===== src/rtl/conv_window_addr_gen.sv =====
// Sliding-window address generator for the convolution datapath.
// Issues one window (WIN_W*WIN_H read addresses) per handshake, walking the
// window anchor in raster order with a fixed stride, channel by channel.
// The anchor is kept incrementally (column, row and channel bases), so the
// only output-side arithmetic is a per-lane constant add.

module conv_lane_addr #(
  parameter int ADDR_W = 16,
  parameter int OFFSET = 0
) (
  input  logic [ADDR_W-1:0] anchor,
  input  logic              en,
  output logic [ADDR_W-1:0] addr
);
  localparam logic [ADDR_W-1:0] OFF = ADDR_W'(OFFSET);

  // Lane address: anchor plus the lane's fixed offset, forced to 0 when idle.
  assign addr = en ? anchor + OFF : '0;
endmodule

module conv_window_addr_gen #(
  parameter int ADDR_W    = 16,
  parameter int IMG_W     = 30,
  parameter int IMG_H     = 30,
  parameter int WIN_W     = 5,
  parameter int WIN_H     = 5,
  parameter int STRIDE    = 1,
  parameter int CH_NUM    = 1,
  parameter int CH_STRIDE = IMG_W*IMG_H
) (
  input  logic                          clk,
  input  logic                          rst_n,
  input  logic                          start,
  input  logic [ADDR_W-1:0]             base_addr,
  output logic                          out_valid,
  input  logic                          out_ready,
  output logic [WIN_W*WIN_H*ADDR_W-1:0] addr_out,
  output logic [15:0]                   win_x,
  output logic [15:0]                   win_y,
  output logic [15:0]                   ch_idx,
  output logic                          last,
  output logic                          busy,
  output logic                          done
);
  localparam int NUM_LANES = WIN_W*WIN_H;
  localparam int X_MAX     = IMG_W - WIN_W;
  localparam int Y_MAX     = IMG_H - WIN_H;

  localparam logic [ADDR_W-1:0] X_STEP   = ADDR_W'(STRIDE);
  localparam logic [ADDR_W-1:0] ROW_STEP = ADDR_W'(STRIDE*IMG_W);
  localparam logic [ADDR_W-1:0] CH_STEP  = ADDR_W'(CH_STRIDE);

  typedef enum logic [1:0] {S_IDLE, S_RUN, S_DONE} state_t;

  state_t state, state_nxt;

  logic [15:0]       x_q, y_q, ch_q;
  logic [ADDR_W-1:0] anchor_q;    // current window pixel (0,0)
  logic [ADDR_W-1:0] row_base_q;  // base + ch*CH_STRIDE + y*IMG_W
  logic [ADDR_W-1:0] ch_base_q;   // base + ch*CH_STRIDE

  logic [16:0] x_nxt, y_nxt;
  logic        col_ok, row_ok, ch_last, last_win, fire;

  logic [NUM_LANES-1:0][ADDR_W-1:0] lane_addr;

  // Step legality from registered counters only.
  always_comb begin
    x_nxt    = {1'b0, x_q} + 17'(STRIDE);
    y_nxt    = {1'b0, y_q} + 17'(STRIDE);
    col_ok   = (x_nxt <= 17'(X_MAX));
    row_ok   = (y_nxt <= 17'(Y_MAX));
    ch_last  = (ch_q == 16'(CH_NUM-1));
    last_win = !col_ok && !row_ok && ch_last;
    fire     = (state == S_RUN) && out_ready;
  end

  // State register.
  always_ff @(posedge clk or negedge rst_n) begin
    if (!rst_n) state <= S_IDLE;
    else        state <= state_nxt;
  end

  // Next-state and status outputs.
  always_comb begin
    state_nxt = state;
    out_valid = 1'b0;
    busy      = 1'b0;
    done      = 1'b0;
    case (state)
      S_IDLE: if (start) state_nxt = S_RUN;
      S_RUN: begin
        out_valid = 1'b1;
        busy      = 1'b1;
        if (out_ready && last_win) state_nxt = S_DONE;
      end
      S_DONE: begin
        busy      = 1'b1;
        done      = 1'b1;
        state_nxt = S_IDLE;
      end
      default: state_nxt = S_IDLE;
    endcase
  end

  // Window counters and incrementally maintained anchor.
  always_ff @(posedge clk or negedge rst_n) begin
    if (!rst_n) begin
      x_q        <= '0;
      y_q        <= '0;
      ch_q       <= '0;
      anchor_q   <= '0;
      row_base_q <= '0;
      ch_base_q  <= '0;
    end else if (state == S_IDLE && start) begin
      x_q        <= '0;
      y_q        <= '0;
      ch_q       <= '0;
      anchor_q   <= base_addr;
      row_base_q <= base_addr;
      ch_base_q  <= base_addr;
    end else if (fire && !last_win) begin
      if (col_ok) begin
        x_q      <= x_nxt[15:0];
        anchor_q <= anchor_q + X_STEP;
      end else if (row_ok) begin
        x_q        <= '0;
        y_q        <= y_nxt[15:0];
        anchor_q   <= row_base_q + ROW_STEP;
        row_base_q <= row_base_q + ROW_STEP;
      end else begin
        x_q        <= '0;
        y_q        <= '0;
        ch_q       <= ch_q + 16'd1;
        anchor_q   <= ch_base_q + CH_STEP;
        row_base_q <= ch_base_q + CH_STEP;
        ch_base_q  <= ch_base_q + CH_STEP;
      end
    end
  end

  // One adder per lane: lane k = r*WIN_W+c sits at anchor + r*IMG_W + c.
  for (genvar k = 0; k < NUM_LANES; k++) begin : g_lane
    conv_lane_addr #(
      .ADDR_W(ADDR_W),
      .OFFSET((k / WIN_W) * IMG_W + (k % WIN_W))
    ) u_lane (
      .anchor(anchor_q),
      .en    (state == S_RUN),
      .addr  (lane_addr[k])
    );
  end

  assign addr_out = lane_addr;
  assign win_x    = x_q;
  assign win_y    = y_q;
  assign ch_idx   = ch_q;
  assign last     = (state == S_RUN) && last_win;
endmodule


===== config.mk =====
export PLATFORM = sky130hd
export DESIGN_NAME = conv_window_addr_gen
export DESIGN_NICKNAME = d
export VERILOG_FILES = /design/src/rtl/conv_window_addr_gen.sv
export SDC_FILE = /design/constraint.sdc
export NUM_CORES = 1
export LEC_CHECK = 0
export BUFFER_PORTS_ARGS = -buffer_cell sky130_fd_sc_hd__buf_2
export CORE_AREA = 4 4 182 184
export DETAILED_ROUTE_END_ITERATION = 10
export DIE_AREA = 0 0 186 188
export PLACE_DENSITY_LB_ADDON = 0.25
export SLEW_MARGIN = 10
export SYNTH_ARGS = -nofsm -noshare
export SYNTH_HDL_FRONTEND = slang
export SYNTH_SLANG_ARGS = --single-unit

===== constraint.sdc =====
create_clock -name clk -period 3.9 [get_ports clk]
set_clock_uncertainty 0.1 [all_clocks]
set_input_delay 0.39 -clock clk [delete_from_list [all_inputs] [get_ports clk]]
set_output_delay 0.39 -clock clk [all_outputs]
set_load 0.05 [all_outputs]

# After elaboration in Yosys (flattened, before gate mapping)
# Cells that the tools add are included.
[totals] reg_bits=98 out_inout_bits=452
[classes] addsub=29 order_cmp=2 n_eq_ne=6 mux=53 n_reduce_logical=17
[ops] cell="16-bit 2-to-1 mux" n=47
[ops] cell="16-bit by 7-bit adder with 16-bit output (second input constant)" n=11
[ops] cell="16-bit by 6-bit adder with 16-bit output (second input constant)" n=7
[ops] cell="16-bit by 5-bit adder with 16-bit output (second input constant)" n=3
[ops] cell="16-bit by 1-bit adder with 17-bit output (second input constant)" n=2
[ops] cell="17-bit by 5-bit less-or-equal comparator with 1-bit output (second input constant)" n=2
[ops] cell="16-bit by 1-bit adder with 16-bit output (second input constant)" n=2
[ops] cell="16-bit by 2-bit adder with 16-bit output (second input constant)" n=2
[ops] cell="16-bit by 10-bit adder with 16-bit output (second input constant)" n=1
[ops] cell="16-bit by 3-bit adder with 16-bit output (second input constant)" n=1
[ops] cell="16-bit logical NOT" n=1
[ops] cell="1-bit logical AND" n=7
[ops] cell="2-bit 2-to-1 mux" n=2
[ops] cell="2-bit by 1-bit inequality test with 1-bit output (second input constant)" n=2
[ops] cell="2-bit inequality test (second input constant)" n=2
[ops] cell="2-bit one-hot mux with 2 select lines" n=1
[ops] cell="2-bit AND reduction" n=2
[ops] cell="1-bit logical NOT" n=3
[ops] cell="1-bit 2-to-1 mux" n=3
[ops] cell="3-bit AND reduction" n=1
[ops] cell="2-bit by 1-bit equality test with 1-bit output (second input constant)" n=1
[ops] cell="2-bit equality test (second input constant)" n=1
[ops] cell="2-bit logical NOT" n=1
[ops] cell="2-bit nonzero test" n=1
[ops] cell="2-bit OR reduction" n=1

# Depth between registers and ports, before layout
[depth] depth_word=9 mapped_depth=13 depth_no_buf=10

# Hierarchy
# From an unflattened synthesis, not the netlist that was laid out.
[hier_totals] hier_cells=2067 hier_area_um2=15478.6
[modules_own_cells] mod="conv_window_addr_gen" n_inst=1 cells_per_inst=699 area_per_inst_um2=6306.0 seq_area_each_um2=2452.4
[modules_own_cells] mod="conv_lane_addr at g_lane[11].u_lane" n_inst=1 cells_per_inst=70 area_per_inst_um2=467.9 seq_area_each_um2=0.0
[modules_own_cells] mod="conv_lane_addr at g_lane[21].u_lane" n_inst=1 cells_per_inst=63 area_per_inst_um2=441.7 seq_area_each_um2=0.0
[modules_own_cells] mod="conv_lane_addr at g_lane[16].u_lane" n_inst=1 cells_per_inst=61 area_per_inst_um2=437.9 seq_area_each_um2=0.0
[modules_own_cells] mod="conv_lane_addr at g_lane[12].u_lane" n_inst=1 cells_per_inst=63 area_per_inst_um2=417.9 seq_area_each_um2=0.0
[modules_own_cells] mod="conv_lane_addr at g_lane[8].u_lane" n_inst=1 cells_per_inst=60 area_per_inst_um2=414.1 seq_area_each_um2=0.0
[modules_own_cells] mod="conv_lane_addr at g_lane[13].u_lane" n_inst=1 cells_per_inst=62 area_per_inst_um2=411.6 seq_area_each_um2=0.0
[modules_own_cells] mod="conv_lane_addr at g_lane[3].u_lane" n_inst=1 cells_per_inst=65 area_per_inst_um2=410.4 seq_area_each_um2=0.0
[modules_own_cells] mod="conv_lane_addr at g_lane[6].u_lane" n_inst=1 cells_per_inst=59 area_per_inst_um2=406.6 seq_area_each_um2=0.0
[modules_own_cells] mod="conv_lane_addr at g_lane[9].u_lane" n_inst=1 cells_per_inst=54 area_per_inst_um2=395.4 seq_area_each_um2=0.0
[modules_own_cells] mod="conv_lane_addr at g_lane[1].u_lane" n_inst=1 cells_per_inst=64 area_per_inst_um2=394.1 seq_area_each_um2=0.0
[modules_own_cells] mod="conv_lane_addr at g_lane[15].u_lane" n_inst=1 cells_per_inst=52 area_per_inst_um2=392.9 seq_area_each_um2=0.0
[modules_own_cells] mod="conv_lane_addr at g_lane[19].u_lane" n_inst=1 cells_per_inst=51 area_per_inst_um2=390.4 seq_area_each_um2=0.0
[modules_own_cells] mod="conv_lane_addr at g_lane[5].u_lane" n_inst=1 cells_per_inst=59 area_per_inst_um2=387.9 seq_area_each_um2=0.0
[modules_own_cells] mod="+12 rows"

# Least setup slack after synthesis
# Ideal clock, no wire load.
[synth_timing] kind="register -> output" from="register x_q[0], in the netlist win_x[0]" to="output port last" arrival_ps=3504 t_required_ps=3410 setup_slack_ps=-94 path_stages_with_launch=12 n_path_buf=3 cell_sequence="dfrtp_1 -> inv_1 -> ha_1 -> inv_1 -> a221oi_1 -> o31ai_1 -> and2_4 -> and4_1 -> buf_6 -> buf_6 -> buf_4 -> nor3_1"
[synth_between] elab_chain_cells=6
[synth_rtl] element="from (decl)" line_no="57" text="logic [15:0] x_q, y_q, ch_q;"
[synth_rtl] element="from (signal assigned)" line_no="124" text="x_q <= x_nxt[15:0];"
[synth_rtl] element="16-bit by 1-bit adder with 17-bit output" line_no="69" text="x_nxt = {1'b0, x_q} + 17'(STRIDE);"
[synth_rtl] element="17-bit by 5-bit less-or-equal comparator with 1-bit output" line_no="71" text="col_ok = (x_nxt <= 17'(X_MAX));"
[synth_rtl] element="1-bit logical NOT" line_no="74" text="last_win = !col_ok && !row_ok && ch_last;"
[synth_rtl] element="1-bit logical AND (2 in a row)" line_no="74"
[synth_rtl] element="1-bit logical AND" line_no="158" text="assign last = (state == S_RUN) && last_win;"
[synth_rtl] element="to (decl)" line_no="41" text="output logic last,"
# Every way passes these cells.

# Final worst setup path
[layout_timing] from="register y_q[0], in the netlist win_y[0]" to="output port last"
[layout_between] elab_chain_cells=6
[layout_rtl] element="from (decl)" line_no="57"
[layout_rtl] element="from (signal assigned)" line_no="128" text="y_q <= y_nxt[15:0];"
[layout_rtl] element="16-bit by 1-bit adder with 17-bit output" line_no="70" text="y_nxt = {1'b0, y_q} + 17'(STRIDE);"
[layout_rtl] element="17-bit by 5-bit less-or-equal comparator with 1-bit output" line_no="72" text="row_ok = (y_nxt <= 17'(Y_MAX));"
[layout_rtl] element="1-bit logical NOT" line_no="74"
[layout_rtl] element="1-bit logical AND (2 in a row)" line_no="74"
[layout_rtl] element="1-bit logical AND" line_no="158"
# Every way passes these cells.

==> summary.txt <==
Outcome
  – Outcome: complete, no violations

STA
  – RSZ-0062 raised after global routing: no
  – Normalized max-slew margin: 0.3088
  – Hold Fails Final Rpt: 0
  – Minimum clock period: ~3.7 ns
  – Slew Viols, Final: 0
  – Fmax: 272.3 MHz
  – TNS Setup: 0 ns
  – Fin crit share: 0.9416
  – Hold WS: 0.05663 ns
  – Final setup violation count: 0
  – Tightest Pin Transition: roughly 1.0 ns

Final layout
  – Filler cell count: 3310
  – Layout area overhead: 19.13%
  – Share of layout cells above drive strength 1: 0.2899
  – Nets: approximately 2.1k
  – Finished layout cell area: approximately 15000 sq um
  – Final std cells w/o fill: ~2.5k

Setup path
  – Crit. End Element: output port
  – CP Launch Type: register
  – Worst setup path category: reg2out
  – WP data required: approximately 3.4 ns
  – Crit. Startpoint: win_y[0]
  – Worst endpoint data arrival time: approximately 3.2 ns
  – Critical path peak fanout: 18
  – R2R Path Start: win_y[0]

GRT
  – Vias in the first global route: between 10k and 15k
  – All-Layer GR Usage: 0.2805
  – Grt total ovfl: 0
  – Antenna violations before repair: 4
  – First-pass GRT wire length: 78.16 mm
  – Largest net degree at the start of global routing: 90

Floorplanning
  – Initial Util: 0.3913
  – # IOs: roughly 470
  – DIE AREA: approximately 35000 sq um
  – Die Wd: roughly 190 um
  – Floorplan row count: 65
  – Die Y: between 150 and 200 um
  – Core area: between 30000 and 40000 sq um

Clocking
  – Root buf cell: clkbuf_16
  – CTS tree: done
  – CTS Buffer Depth: 2
  – Setup Buffers After CTS: 0
  – H-tree depth reported by CTS: 3
  – Num CTS Buffers: 9
  – Clock Latency Late Sink: roughly 0.36 ns
  – Hold_buf cts: 0
  – TritonCTS Sinks: approximately 100
  – Post-cts repair resize count: 0
  – Reg clk slew, reported paths: ~0.070 ns

Worst hold path
  – Worst hold path type: in2async

Route
  – DRC: 0
  – Final ANT Viol Nets: 0
  – Detailed-route via count: roughly 14k
  – DR vias/cell: between 5 and 6
  – 1st-pass router iterations: 6
  – Avg WL per Cell: 21.02 um
  – WL final: between 50 and 60 mm
  – Initial DRC count: 1232

Synth
  – Synthesized cell area: 12280 sq um
  – Syn. warnings: 0
  – EDFF count, synth: 0
  – Library cells used by synthesis: between 90 and 100
  – Ys async rst share: 1.000
  – Predominant post-synthesis flop cell: dfrtp_1
  – Seq/Total Area, Yosys: 0.1997
  – Syn Inst Count: 1765
  – #FFs+latches synth: 98
  – Syn Area/Cell: a little under 7 sq um
  – Post-synthesis net count: 1815

Placement
  – Port buffer count: 471
  – Dpl cell area: approximately 14000 sq um
  – Placed instance count: 2452
  – Routability cong.: 0.9158
  – Dpl hpwl: 39.93 mm

Run
  – Max-Cap Viols: 0
==> synth_stat cells, drive strengths merged (3+ instances only) <==
cell,n,area share
clkbuf,112,0.034
nor2,249,0.079
nor3b,7,0.0051
o211ai,9,0.0059
a21o,3,0.0018
mux2i,6,0.0049
o31ai,6,0.0037
o311ai,5,0.0036
or3,108,0.055
a22oi,3,0.0022
nand2b,6,0.0031
o221a,5,0.0046
mux2,5,0.0046
a32oi,3,0.0021
nand4,18,0.0097
dfrtp,98,0.20
nor4b,4,0.0039
nand3,48,0.020
inv,25,0.0076
and4,6,0.0047
ha,30,0.031
a21oi,179,0.073
and2,68,0.035
buf,128,0.074
o22a,3,0.0021
a31oi,23,0.012
nand4b,3,0.0021
xor2,80,0.057
xnor2,119,0.085
or2,4,0.0020
nor3,34,0.015
clkinv,5,0.0015
nand2,134,0.041
o22ai,5,0.0025
o21ai,154,0.063
nor2b,9,0.0046
and3,16,0.0081
nor4,13,0.0099
==> worst paths after layout <==
kind,end,slack (ns),depth (start not counted)
setup / recovery,last,0.23,10
hold / removal,win_y[15],0.06,1
setup reg to reg,anchor_q[8],0.28,10
hold reg to reg,ch_base_q[0],0.37,2
max in group asynchronous,row_base_q[14],2.81,2
min in group clk,ch_base_q[0],0.20,3
==> layout make-up <==
cell class | instances | area [sq um] | area share
antenna | 2 | 5.005 | 0.0003420
clock buffer | 10 | 239.0 | 0.01633
clock inverter | 6 | 40.04 | 0.002736
inverter | 30 | 120.1 | 0.008209
multi-input combinational | 1397 | 8404 | 0.5743
sequential | 98 | 2459 | 0.1680
tap | 402 | 503.0 | 0.03437
timing repair buffer | 525 | 2863 | 0.1956
==> sequential cells by signal, indices dropped and copies added, names as in the netlist <==
| name | cells |
|---|---|
| anchor_q | 16 |
| win_y | 16 |
| row_base_q | 16 |
| ch_idx | 16 |
| win_x | 16 |
| state | 2 |
| ch_base_q | 16 |
==> kinds of logic (layout without fill, tap and decap cells) <==
kind of cell    count (synthesis)  after routing  share of synthesized area
simple gates                  732            732                     0.3014
compound gates                425            425                     0.1991
buf+inv                       270            571                     0.1179
xor+xnor                      199            199                     0.1419
flops                          98             98                     0.1997
fa+ha+maj                      30             30                    0.03056
mux                            11             11                   0.009473
other cells                     0              2                          0
==> layout by cell type (no fill, tap or decap), types with 16 or more instances in the layout <==
master and n:
xor2_1 80, xnor2_1 119, buf_4 52, nor3_1 31, nor2_1 245, ha_1 28
and3_1 16, nand2_1 132, inv_1 24, dfrtp_1 93, o21ai_0 148, a31oi_1 23
nand4_1 17, or3_1 108, nand3_1 46, buf_2 466, a21oi_1 178, and2_1 63
==> critical path: stages, from the launching register on <==
cell and delay, ns:
dfrtp_1 0.52, inv_2 0.07, ha_1 0.33, nand2b_1 0.06
a2111oi_0 0.40, o211ai_1 0.19, nand2_2 0.30, nor2_8 0.14
or2_2 0.34, nor3_2 0.16, buf_2 0.30
==> stage by stage <==
step                      worst slack (ns)    util
after global routing               0.04587  0.4661
final                               0.2279  0.4661
after CTS                           0.1757  0.4656
after floorplan                     0.2313       -
after global placement              0.2842  0.4567
after detailed placement            0.3460  0.4567
==> routing by layer <==
layer | track usage | routed length [um] | vias up
met3 | 0.02910 | 3457 | 113
met4 | 0.1104 | 2189 | 4
met2 | 0.4617 | 24490 | 633
li1 | - | - | 6543
met1 | 0.3759 | 21770 | 6664
met5 | 0 | 17 | -
Power is not shown: default switching activity piles up to over one toggle a cycle in this logic, so the estimate is an artifact.
